## config.mk

```make
export PLATFORM = sky130hd
export DESIGN_NAME = rca8_sub_serial_flat
export DESIGN_NICKNAME = d
export VERILOG_FILES = /design/src/rtl/rca8_sub_serial_if.sv /design/src/rtl/rca8_sub_serial.sv /design/src/flat_wrapper.sv
export SDC_FILE = /design/constraint.sdc
export NUM_CORES = 1
export LEC_CHECK = 0
export CORE_MARGIN = 5
export CORE_UTILIZATION = 40
export DETAILED_ROUTE_END_ITERATION = 6
export HOLD_SLACK_MARGIN = 0.06
export PLACE_DENSITY = 0.76
export SYNTH_ARGS = -nofsm -noshare
export SYNTH_HDL_FRONTEND = slang
export SYNTH_SLANG_ARGS = --single-unit
```

## constraint.sdc

```tcl
create_clock -name clk -period 3.95 [get_ports clk]
set_input_delay 0.79 -clock clk [delete_from_list [all_inputs] [get_ports clk]]
set_output_delay 0.79 -clock clk [all_outputs]
set_load 0.01 [all_outputs]
```

## src/rtl/rca8_sub_serial_if.sv

```systemverilog
// Operand/result bundle for the bit-serial subtractor; master issues start/a/b, slave returns status and result.
interface rca8_sub_serial_if #(
  parameter int WIDTH = 8
);
  logic             start;
  logic [WIDTH-1:0] a;
  logic [WIDTH-1:0] b;
  logic             busy;
  logic             done;
  logic [WIDTH-1:0] d;
  logic             bout;
  logic             ovf;
  logic             zero;

  modport master (
    output start, a, b,
    input  busy, done, d, bout, ovf, zero
  );

  modport slave (
    input  start, a, b,
    output busy, done, d, bout, ovf, zero
  );
endinterface

```

## src/rtl/rca8_sub_serial.sv

```systemverilog
// Bit-serial ripple-borrow subtractor d = a - b, one bit per cycle LSB first; done pulses WIDTH+1 edges after start.
// start is accepted in IDLE or DONE only and ignored while busy; results hold until the next DONE entry.
module rca8_sub_serial #(
  parameter int WIDTH = 8
) (
  input  logic               clk,
  input  logic               rst_n,
  rca8_sub_serial_if.slave   bus
);

  localparam int CW = (WIDTH > 2) ? $clog2(WIDTH) : 1;
  localparam logic [CW-1:0] LAST = CW'(WIDTH - 1);

  localparam logic [1:0] IDLE  = 2'd0;
  localparam logic [1:0] SHIFT = 2'd1;
  localparam logic [1:0] DONE  = 2'd2;

  logic [1:0]       state;
  logic [CW-1:0]    cnt;
  logic [WIDTH-1:0] a_sr;
  logic [WIDTH-1:0] b_sr;
  logic [WIDTH-1:0] d_sr;
  logic             br;

  logic [WIDTH-1:0] d_q;
  logic             bout_q;
  logic             ovf_q;
  logic             zero_q;

  logic             a_k;
  logic             b_k;
  logic             diff_k;
  logic             br_nxt;
  logic [WIDTH-1:0] d_full;

  assign a_k    = a_sr[0];
  assign b_k    = b_sr[0];
  assign diff_k = a_k ^ b_k ^ br;
  assign br_nxt = (~a_k & b_k) | (~(a_k ^ b_k) & br);
  // Difference bits enter at the MSB so the word is complete after the last shift.
  assign d_full = {diff_k, d_sr[WIDTH-1:1]};

  always_ff @(posedge clk or negedge rst_n) begin
    if (!rst_n) begin
      state  <= IDLE;
      cnt    <= '0;
      a_sr   <= '0;
      b_sr   <= '0;
      d_sr   <= '0;
      br     <= 1'b0;
      d_q    <= '0;
      bout_q <= 1'b0;
      ovf_q  <= 1'b0;
      zero_q <= 1'b0;
    end else begin
      case (state)
        IDLE, DONE: begin
          if (bus.start) begin
            a_sr  <= bus.a;
            b_sr  <= bus.b;
            br    <= 1'b0;
            cnt   <= '0;
            state <= SHIFT;
          end else begin
            state <= IDLE;
          end
        end
        SHIFT: begin
          a_sr <= a_sr >> 1;
          b_sr <= b_sr >> 1;
          d_sr <= d_full;
          br   <= br_nxt;
          cnt  <= cnt + CW'(1);
          if (cnt == LAST) begin
            // On the final bit a_k/b_k/diff_k are the sign bits of a, b and d.
            state  <= DONE;
            d_q    <= d_full;
            bout_q <= br_nxt;
            ovf_q  <= (a_k ^ b_k) & (diff_k ^ a_k);
            zero_q <= (d_full == '0);
          end
        end
        default: state <= IDLE;
      endcase
    end
  end

  assign bus.busy = (state == SHIFT);
  assign bus.done = (state == DONE);
  assign bus.d    = d_q;
  assign bus.bout = bout_q;
  assign bus.ovf  = ovf_q;
  assign bus.zero = zero_q;

endmodule

```

## src/flat_wrapper.sv

```systemverilog
// flat-port wrapper written by rule: the top's interface ports become plain ports
module rca8_sub_serial_flat 
#(
  parameter int WIDTH = 8
)
  (clk, rst_n, bus_start, bus_a, bus_b, bus_busy, bus_done, bus_d, bus_bout, bus_ovf, bus_zero);
  rca8_sub_serial_if #(.WIDTH(WIDTH)) bus_i ();
  input  logic clk;
  input  logic rst_n;
  input wire logic [$bits(bus_i.start)-1:0] bus_start;
  input wire logic [$bits(bus_i.a)-1:0] bus_a;
  input wire logic [$bits(bus_i.b)-1:0] bus_b;
  output wire logic [$bits(bus_i.busy)-1:0] bus_busy;
  output wire logic [$bits(bus_i.done)-1:0] bus_done;
  output wire logic [$bits(bus_i.d)-1:0] bus_d;
  output wire logic [$bits(bus_i.bout)-1:0] bus_bout;
  output wire logic [$bits(bus_i.ovf)-1:0] bus_ovf;
  output wire logic [$bits(bus_i.zero)-1:0] bus_zero;
  assign bus_i.start = bus_start;
  assign bus_i.a = bus_a;
  assign bus_i.b = bus_b;
  assign bus_busy = bus_i.busy;
  assign bus_done = bus_i.done;
  assign bus_d = bus_i.d;
  assign bus_bout = bus_i.bout;
  assign bus_ovf = bus_i.ovf;
  assign bus_zero = bus_i.zero;
  rca8_sub_serial #(.WIDTH(WIDTH)) u_core (.clk(clk), .rst_n(rst_n), .bus(bus_i));
endmodule
```

After elaboration in Yosys (flattened, before gate mapping)
Cells that the tools add are included.
{"block": "totals", "register_bits": 41, "input_bits": 19, "out_inout_bits": 13, "wordCells": 42}
{"block": "classes", "add_sub_neg": 1, "n_eq_ne": 5, "mux": 11, "bitwise_logic": 9, "n_reduce_logical": 6}
{"cell": "8-bit case mux with 2 select lines", "count": 2}
{"cell": "8-bit two-way mux", "count": 2}
{"cell": "8-bit zero test", "count": 1}
{"cell": "3-bit case mux with 2 select lines", "count": 1}
{"cell": "2-bit case mux with 2 select lines", "count": 1}
{"cell": "2-bit AND reduction", "count": 2}
{"cell": "3-bit by 1-bit adder with 3-bit output, second input constant", "count": 1}
{"cell": "1-bit AND", "count": 3}
{"cell": "3-bit equality test, second input constant", "count": 1}
{"cell": "3-bit two-way mux", "count": 1}
{"cell": "1-bit bitwise XOR", "count": 3}
{"cell": "2-bit by 1-bit equality test with 1-bit output, second input constant", "count": 1}
{"cell": "2-bit equality test, second input constant", "count": 1}
{"cell": "2-bit zero test", "count": 1}
{"cell": "1-bit two-way mux", "count": 2}
{"cell": "2-bit two-way mux", "count": 1}
{"cell": "2-bit by 1-bit != test with 1-bit output, second input constant", "count": 1}
{"cell": "2-bit != test, second input constant", "count": 1}
{"cell": "1-bit NOT", "count": 2}
{"cell": "1-bit case mux with 2 select lines", "count": 1}
{"cell": "2-bit nonzero test", "count": 1}
{"cell": "2-bit OR reduction", "count": 1}
{"cell": "1-bit OR", "count": 1}

Depth between registers and ports, before layout
Gate-level depths: netlist (run 1).
{"block": "depth", "word_depth": 5, "depth_mapped": 6, "mapped_depth_nobuf": 5}

Worst setup path before layout (run 1)
OpenSTA, ideal clock, no wires.
{"block": "synth_path", "path_type": "reg-to-output", "start": "reg u_core.state[1]", "end": "out bus_busy", "arrival_ps": 802, "t_required_ps": 3160, "slack_ps": 2358, "path_stages_with_launch": 4, "path_buffers": 1, "path_cell_list": "dfrtp_1 nand2b_1 inv_1 buf_2"}
{"block": "synth_between", "elab_chain_len": 1}
{"item": "start: declaration", "line": "rca8_sub_serial.sv:18", "text": "logic [1:0] state;"}
{"item": "start signal: assignment", "line": "rca8_sub_serial.sv:45", "text": "state <= IDLE;"}
{"item": "start signal: assignment", "line": "rca8_sub_serial.sv:63", "text": "state <= SHIFT;"}
{"item": "start signal: assignment", "line": "rca8_sub_serial.sv:65", "text": "state <= IDLE;"}
{"item": "2-bit by 1-bit equality test with 1-bit output", "line": "rca8_sub_serial.sv:88", "text": "assign bus.busy = (state == SHIFT);"}
{"item": "end: declaration", "line": "flat_wrapper.sv:13", "text": "output wire logic [$bits(bus_i.busy)-1:0] bus_busy;"}
Every way passes these cells.

Worst setup path in the final report (run 1)
Ends and elaborated chain as after synthesis.

==> results of run 1 <==
==> registers in the layout, summed over array words and instances (netlist names) <==
signal,cells
u_core.a_sr,8
u_core.b_sr,8
u_core.br,1
u_core.bus.bout,1
u_core.bus.d,8
u_core.bus.ovf,1
u_core.bus.zero,1
u_core.cnt,3
u_core.d_sr,7
u_core.state,2
==> cells by family after synthesis <==
logic type      Yosys count
simple gates             74
flops                    40
compound gates           25
buf+inv                  13
mux                       8
fa+ha+maj                 4
xor+xnor                  1
==> worst min-delay path: cells and delay by family, from the launching register on <==
kind	cells	cell delay [ns]
AOI/OAI and AO/OA	1	0.06
and+or+nand+nor	1	0.05
DFF	1	0.34
==> layout by cell type, fill, tap and decap left out <==
master,Yosys,final
nand3b_4,1,1
o21ai_0,5,5
nor4b_1,1,1
buf_4,2,2
dfrtp_1,40,40
inv_1,3,3
ha_1,3,3
nand3_1,1,1
clkbuf_1,2,2
o31ai_1,1,1
a22o_1,5,5
a31oi_1,14,14
nand2_1,51,51
nor2_1,14,14
nand2b_1,2,2
buf_2,2,1
mux2_2,5,5
clkdlybuf4s50_1,0,30
nor4_1,1,1
nor2b_1,2,2
clkbuf_8,0,6
xor2_1,1,1
mux2_4,3,3
nor2_2,1,1
fa_1,1,1
==> per-stage QoR <==
step / instance area (sq um) / util [%]
after floorplan: 1740 / -
after global placement: 2040 / 47.6
after detailed placement: 2040 / 47.6
after CTS: 2130 / 49.7
after global routing: 2130 / 49.7
final: 2130 / 49.7
==> metal layers <==
| layer | wire length, um | GRT usage (%) | part of all wire, % |
|---|---|---|---|
| met1 | 1430 | 15.1 | 45 |
| met2 | 1460 | 20.9 | 46 |
| met3 | 231 | 5.94 | 7.3 |
| met4 | 38 | 4.08 | 1.2 |
| met5 | 0 | 0 | 0 |
==> path summary, 6_finish.rpt <==
| path | to | from | slack, ns |
|---|---|---|---|
| worst max-delay path | bus_busy | u_core.state[1] | 1.19 |
| worst min-delay path | u_core.bus.d[7] | u_core.bus.d[7] | 0.48 |
| worst max register to register | u_core.br | u_core.state[0] | 2.32 |
| worst min register to register | u_core.bus.d[7] | u_core.bus.d[7] | 0.48 |
| max in group asynchronous | u_core.a_sr[4] | rst_n | 2.80 |
| min in group asynchronous | u_core.bus.d[6] | rst_n | 0.61 |
==> power breakdown <==
part / leakage (nW) / internal (W) / switching (W)
sequential: 0.492 / 0.000601 / 0.000122
clock: 0.0455 / 0.000142 / 0.000131
combinational: 0.461 / 0.000342 / 0.000344
==> cell type report <==
type | instances | share of cell area, %
Timing Repair Buffer | 33 | 15.0
Sequential cell | 40 | 46.9
Multi-Input combinational cell | 112 | 30.3
Inverter | 3 | 0.528
Tap cell | 52 | 3.05
Clock buffer | 8 | 4.22
==> results.cfg, run 1 <==
[logic_synthesis]
synth_enable_flop_cells = 0
ys_seq_area_share_pct = 57.6
synth.most_common_cell = nand2_1
synthMuxAreaShare_pct = 5.84
netlist_area_sq_um = 1740
ys.flop_type = dfrtp_1
syn_inst = 165
yosys.area_share.adder_pct = 3.31
yosys-top-cells-count = nand2_1 (51), dfrtp_1 (40), a31oi_1 (14), nor2_1 (14)
ys_warn_count = 0
ys_types = 24
async_reset_ff_share_pct = 100
synth_compound_area_share_pct = 9.44
ys_seq_elements = 40
syn_nets = 188
yosysTopAreaCell = dfrtp_1
synth-simple-area-share_pct = 18.2
yosys.area.top_type_share_pct = 57.6
synth_xor_area_share_pct = 0.504
syn_area_per_cell_sq_um = 10.5
synth_area_leaders = dfrtp_1 (58%), nand2_1 (11%), a31oi_1 (5.0%)
synth_top_family_by_area = simple AND/OR/NAND/NOR gates

[clock_tree]
clock_latency_ns = 0.29
cts.sinks = 40
clock_path_buffers = 2
cts_hold_buf = 0
clkSlewWorstSetupHoldPaths_ns = 0.07
cts_made_buffers = 5
ctsResizeCount = 0
h-tree-depth = 2
cts_tree = yes
cts-root-buf = clkbuf_8
postCtsSetupRepairBufs = 0

[pwr]
ir_drop_mv = 0.300
p_total_w = 0.00168
power_leakage_nw = 0.998
powerDensity_nw_per_um2 = 789

[floorplan]
die_y_um = 75.9
row_count = 24
initial_core_util_pct = 40.4
die_w_um = 75.9
dieArea_sq_um = 5760
io_pins = 32
fp.coreArea_sq_um = 4290

[sta]
fin_crit_sh_pct = 69.8
max_freq_ghz = 0.363
finalMaxSlewViolations = 0
max_slew_margin_pct = 42.6
hold_violations = 0
clock_skew_ns = 0.00509
hold_ws_ns = 0.480
setup_violations = 0
fin_ws_ns = 1.19
finalSetupTns_ns = 0
rsz0062_at_grt = no
layout_min_cycle_time_ns = 2.76
worst_pin_slew_ns = 0.860

[critical_path]
r2r_cells = 5
cp-start-kind = flop
critPathTopFamily = buffers and inverters
cp_slowest_cell = clkdlybuf4s50_1
endpoint_kind = primary output
max_stage_delay_ns = 0.62
path_buf_inv = 3
path_cells = nand2b_1, buf_4, inv_1, clkdlybuf4s50_1
crit_fanout = 40
critPathArrivalTime_ns = 1.97
cp_num_cells = 4
cp.required_ns = 3.16
crit_type = flop to primary output

[min_path]
hold_class = flop to flop
min_path_cells = 2

[finish]
area_growth_pct = 22.9
diodes = 0
regArea_sq_um = 1000
fill_cells = 406
multi_input_area_sq_um = 647
drive_gt1_share_pct = 9.69
nets = 218
layout.cells.non_filler = 248

[global_routing]
grt_max_degree = 41
antenna_found_initial = 0
grt_pass1_wl_um = 5440
grt_usage_pct = 12.9
grt.overflow.total = 0
first_global_vias = 1185

[route]
routed-via-count = 1217
wl_um = 3160
drtIter0Drc = 29
drtAntennaViolNets = 0
vias_per_cell = 4.91
routedWlPerCell_um = 12.7
drc = 0
drt_first_pass_iters = 4

[placed_design]
dp_hpwl_um = 2220
pre_cts_slack_ns = 1.49
port_buffers = 31
place_congestion = 0.714
dp_cells = 240

[flow_run]
cap_violations = 0

[status]
outcome = complete, no violations
(Power assumes the default switching activity.)
==> inputs of run 2 (changes only) <==
--- a/config.mk
+++ b/config.mk
@@ -9,7 +9,7 @@
 export CORE_UTILIZATION = 40
 export DETAILED_ROUTE_END_ITERATION = 6
 export HOLD_SLACK_MARGIN = 0.06
-export PLACE_DENSITY = 0.76
+export PLACE_DENSITY = 0.78
 export SYNTH_ARGS = -nofsm -noshare
 export SYNTH_HDL_FRONTEND = slang
 export SYNTH_SLANG_ARGS = --single-unit
==> constraint.sdc (replaced) <==
create_clock -name clk -period 2.25 [get_ports clk]
set_input_delay 0.45 -clock clk [delete_from_list [all_inputs] [get_ports clk]]
set_output_delay 0.45 -clock clk [all_outputs]
set_load 0.01 [all_outputs]
==> results.cfg, run 2 (synthesized netlist as in run 1, its figures left out) <==
[pwr]
pwr-share-comb_pct = 40.6
switching_share_pct = 35.3
seqPwrFrac_pct = 42.4
p_clk_share_pct = 17.0
powerDensity_nw_per_um2 = 1400
ir_drop_mv = 0.565
p_int_w = 0.00194
power_leakage_nw = 1.01
switching_power_w = 0.00106

[floorplan]
io_pins = 32
row_count = 24
initial_core_util_pct = 40.4
fp.coreArea_sq_um = 4290
die_w_um = 75.9
die_y_um = 75.9
dieArea_sq_um = 5760

[placed_design]
port_buffers = 31
place_area_sq_um = 2050
dp_hpwl_um = 2130
place_congestion = 0.731

[critical_path]
crit_fanout = 5
endpoint_kind = primary output
critPathTopFamily = buffers and inverters
cp_slowest_cell = clkdlybuf4s50_1
crit_type = flop to primary output
path_buf_inv = 2
critPathArrivalTime_ns = 1.48
path_cells = nand2b_1, inv_1, clkdlybuf4s50_1
max_stage_delay_ns = 0.54
cp.required_ns = 1.80
cp-start-kind = flop

[sta]
clock_skew_ns = 0.00477
rsz0062_at_grt = no
fin_crit_sh_pct = 85.8
finalSetupTns_ns = 0
worst_pin_slew_ns = 0.864
finalMaxSlewViolations = 0
hold_ws_ns = 0.266
setup_violations = 0
max_slew_margin_pct = 42.4
max_freq_ghz = 0.518
layout_min_cycle_time_ns = 1.93
hold_violations = 0

[clock_tree]
cts_tree = yes
postCtsSetupRepairBufs = 0
cts_hold_buf = 0
cts_made_buffers = 5
h-tree-depth = 2
clock_latency_ns = 0.29
clkSlewWorstSetupHoldPaths_ns = 0.07
ctsResizeCount = 0
clock_path_buffers = 2
cts.sinks = 40
cts-root-buf = clkbuf_8

[route]
vias_per_cell = 4.96
routed.top_layer = met4
routedWlPerCell_um = 12.6
drt_first_pass_iters = 4
wl_met3_um = 210
drtIter0Drc = 45
wl_um = 3120
wl_met2_um = 1370
drc = 0
drtAntennaViolNets = 0
routed-via-count = 1230
wl_met1_um = 1480

[finish]
final_common_cell = nand2_1
regArea_sq_um = 1000
diodes = 0
fill_cells = 392
nets = 219
layout_common_cells = nand2_1 (51), dfrtp_1 (40), clkdlybuf4s50_1 (30), nor2_1 (14), a31oi_1 (14)
drive_gt1_share_pct = 10.7
multi_input_area_sq_um = 647
fin_area_sq_um = 2150
area_growth_pct = 23.7

[global_routing]
grt_max_degree = 41
antenna_found_initial = 0
first_global_vias = 1164
grt.overflow.total = 0
grt_usage_pct = 12.9
grt_pass1_wl_um = 5440

[min_path]
hold_class = input pin to async pin

[flow_run]
cap_violations = 0

[status]
outcome = complete, no violations
==> run 2: changes by cell type in the layout (fill, tap and decap cells not counted) <==
| cell | before | now |
|---|---|---|
| clkbuf_1 | 2 | 0 |
| buf_4 | 2 | 3 |
| clkbuf_8 | 6 | 7 |
==> run 2: worst paths after layout <==
path                                  from               to  slack [ns]  cells after the start
max                        u_core.state[0]         bus_busy        0.32                      3
min                                  rst_n   u_core.d_sr[6]        0.27                      1
max reg2reg                      u_core.br  u_core.bus.zero        0.65                      4
min reg2reg                u_core.bus.d[7]  u_core.bus.d[7]        0.49                      2
max in group asynchronous            rst_n   u_core.b_sr[5]        1.43                      1
min in group clk           u_core.bus.d[7]  u_core.bus.d[7]        0.49                      2
==> run 2: metal layers <==
layer / up-vias / global-route usage (%)
met2: 35 / 18.8
met3: 8 / 3.56
met5: - / 0
met4: 0 / 6.41
li1: 610 / -
met1: 577 / 17.4
==> run 2: layout make-up <==
class                   instances  area share [%]
well taps                      52            3.03
multi-input cells             112            30.1
inverters                       3           0.524
flip-flops and latches         40            46.6
clock buffers                   7            4.48
repair buffers                 34            15.3
==> run 2: worst reg2reg max path, stage by stage (launching register included) <==
cell,delay [ns]
dfrtp_1,0.40
fa_1,0.63
nor4b_1,0.27
nand2_1,0.07
o21ai_0,0.15
==> run 2: metrics by stage <==
step / power (W) / setup WS, ns / utilization [%] / cells
after detailed placement: 0.00253 / 0.554 / 47.8 / 241
final: 0.00300 / 0.321 / 50.0 / 248
after floorplan: 0.00212 / 0.803 / - / 165
after global routing: 0.00330 / 0.216 / 50.0 / 248
after global placement: 0.00247 / 0.577 / 47.8 / 241
after CTS: 0.00305 / 0.300 / 50.0 / 248
==> run 2: power groups by stage <==
| stage | sequential [W] | clock [W] | combinational (W) |
|---|---|---|---|
| CTS | 0.00127 | 0.000528 | 0.00125 |
| finish | 0.00127 | 0.000512 | 0.00122 |
| floorplan | 0.00128 | 0 | 0.000844 |
| detailed placement | 0.00128 | 0 | 0.00124 |
| global route | 0.00132 | 0.000564 | 0.00141 |
| global placement | 0.00128 | 0 | 0.00119 |
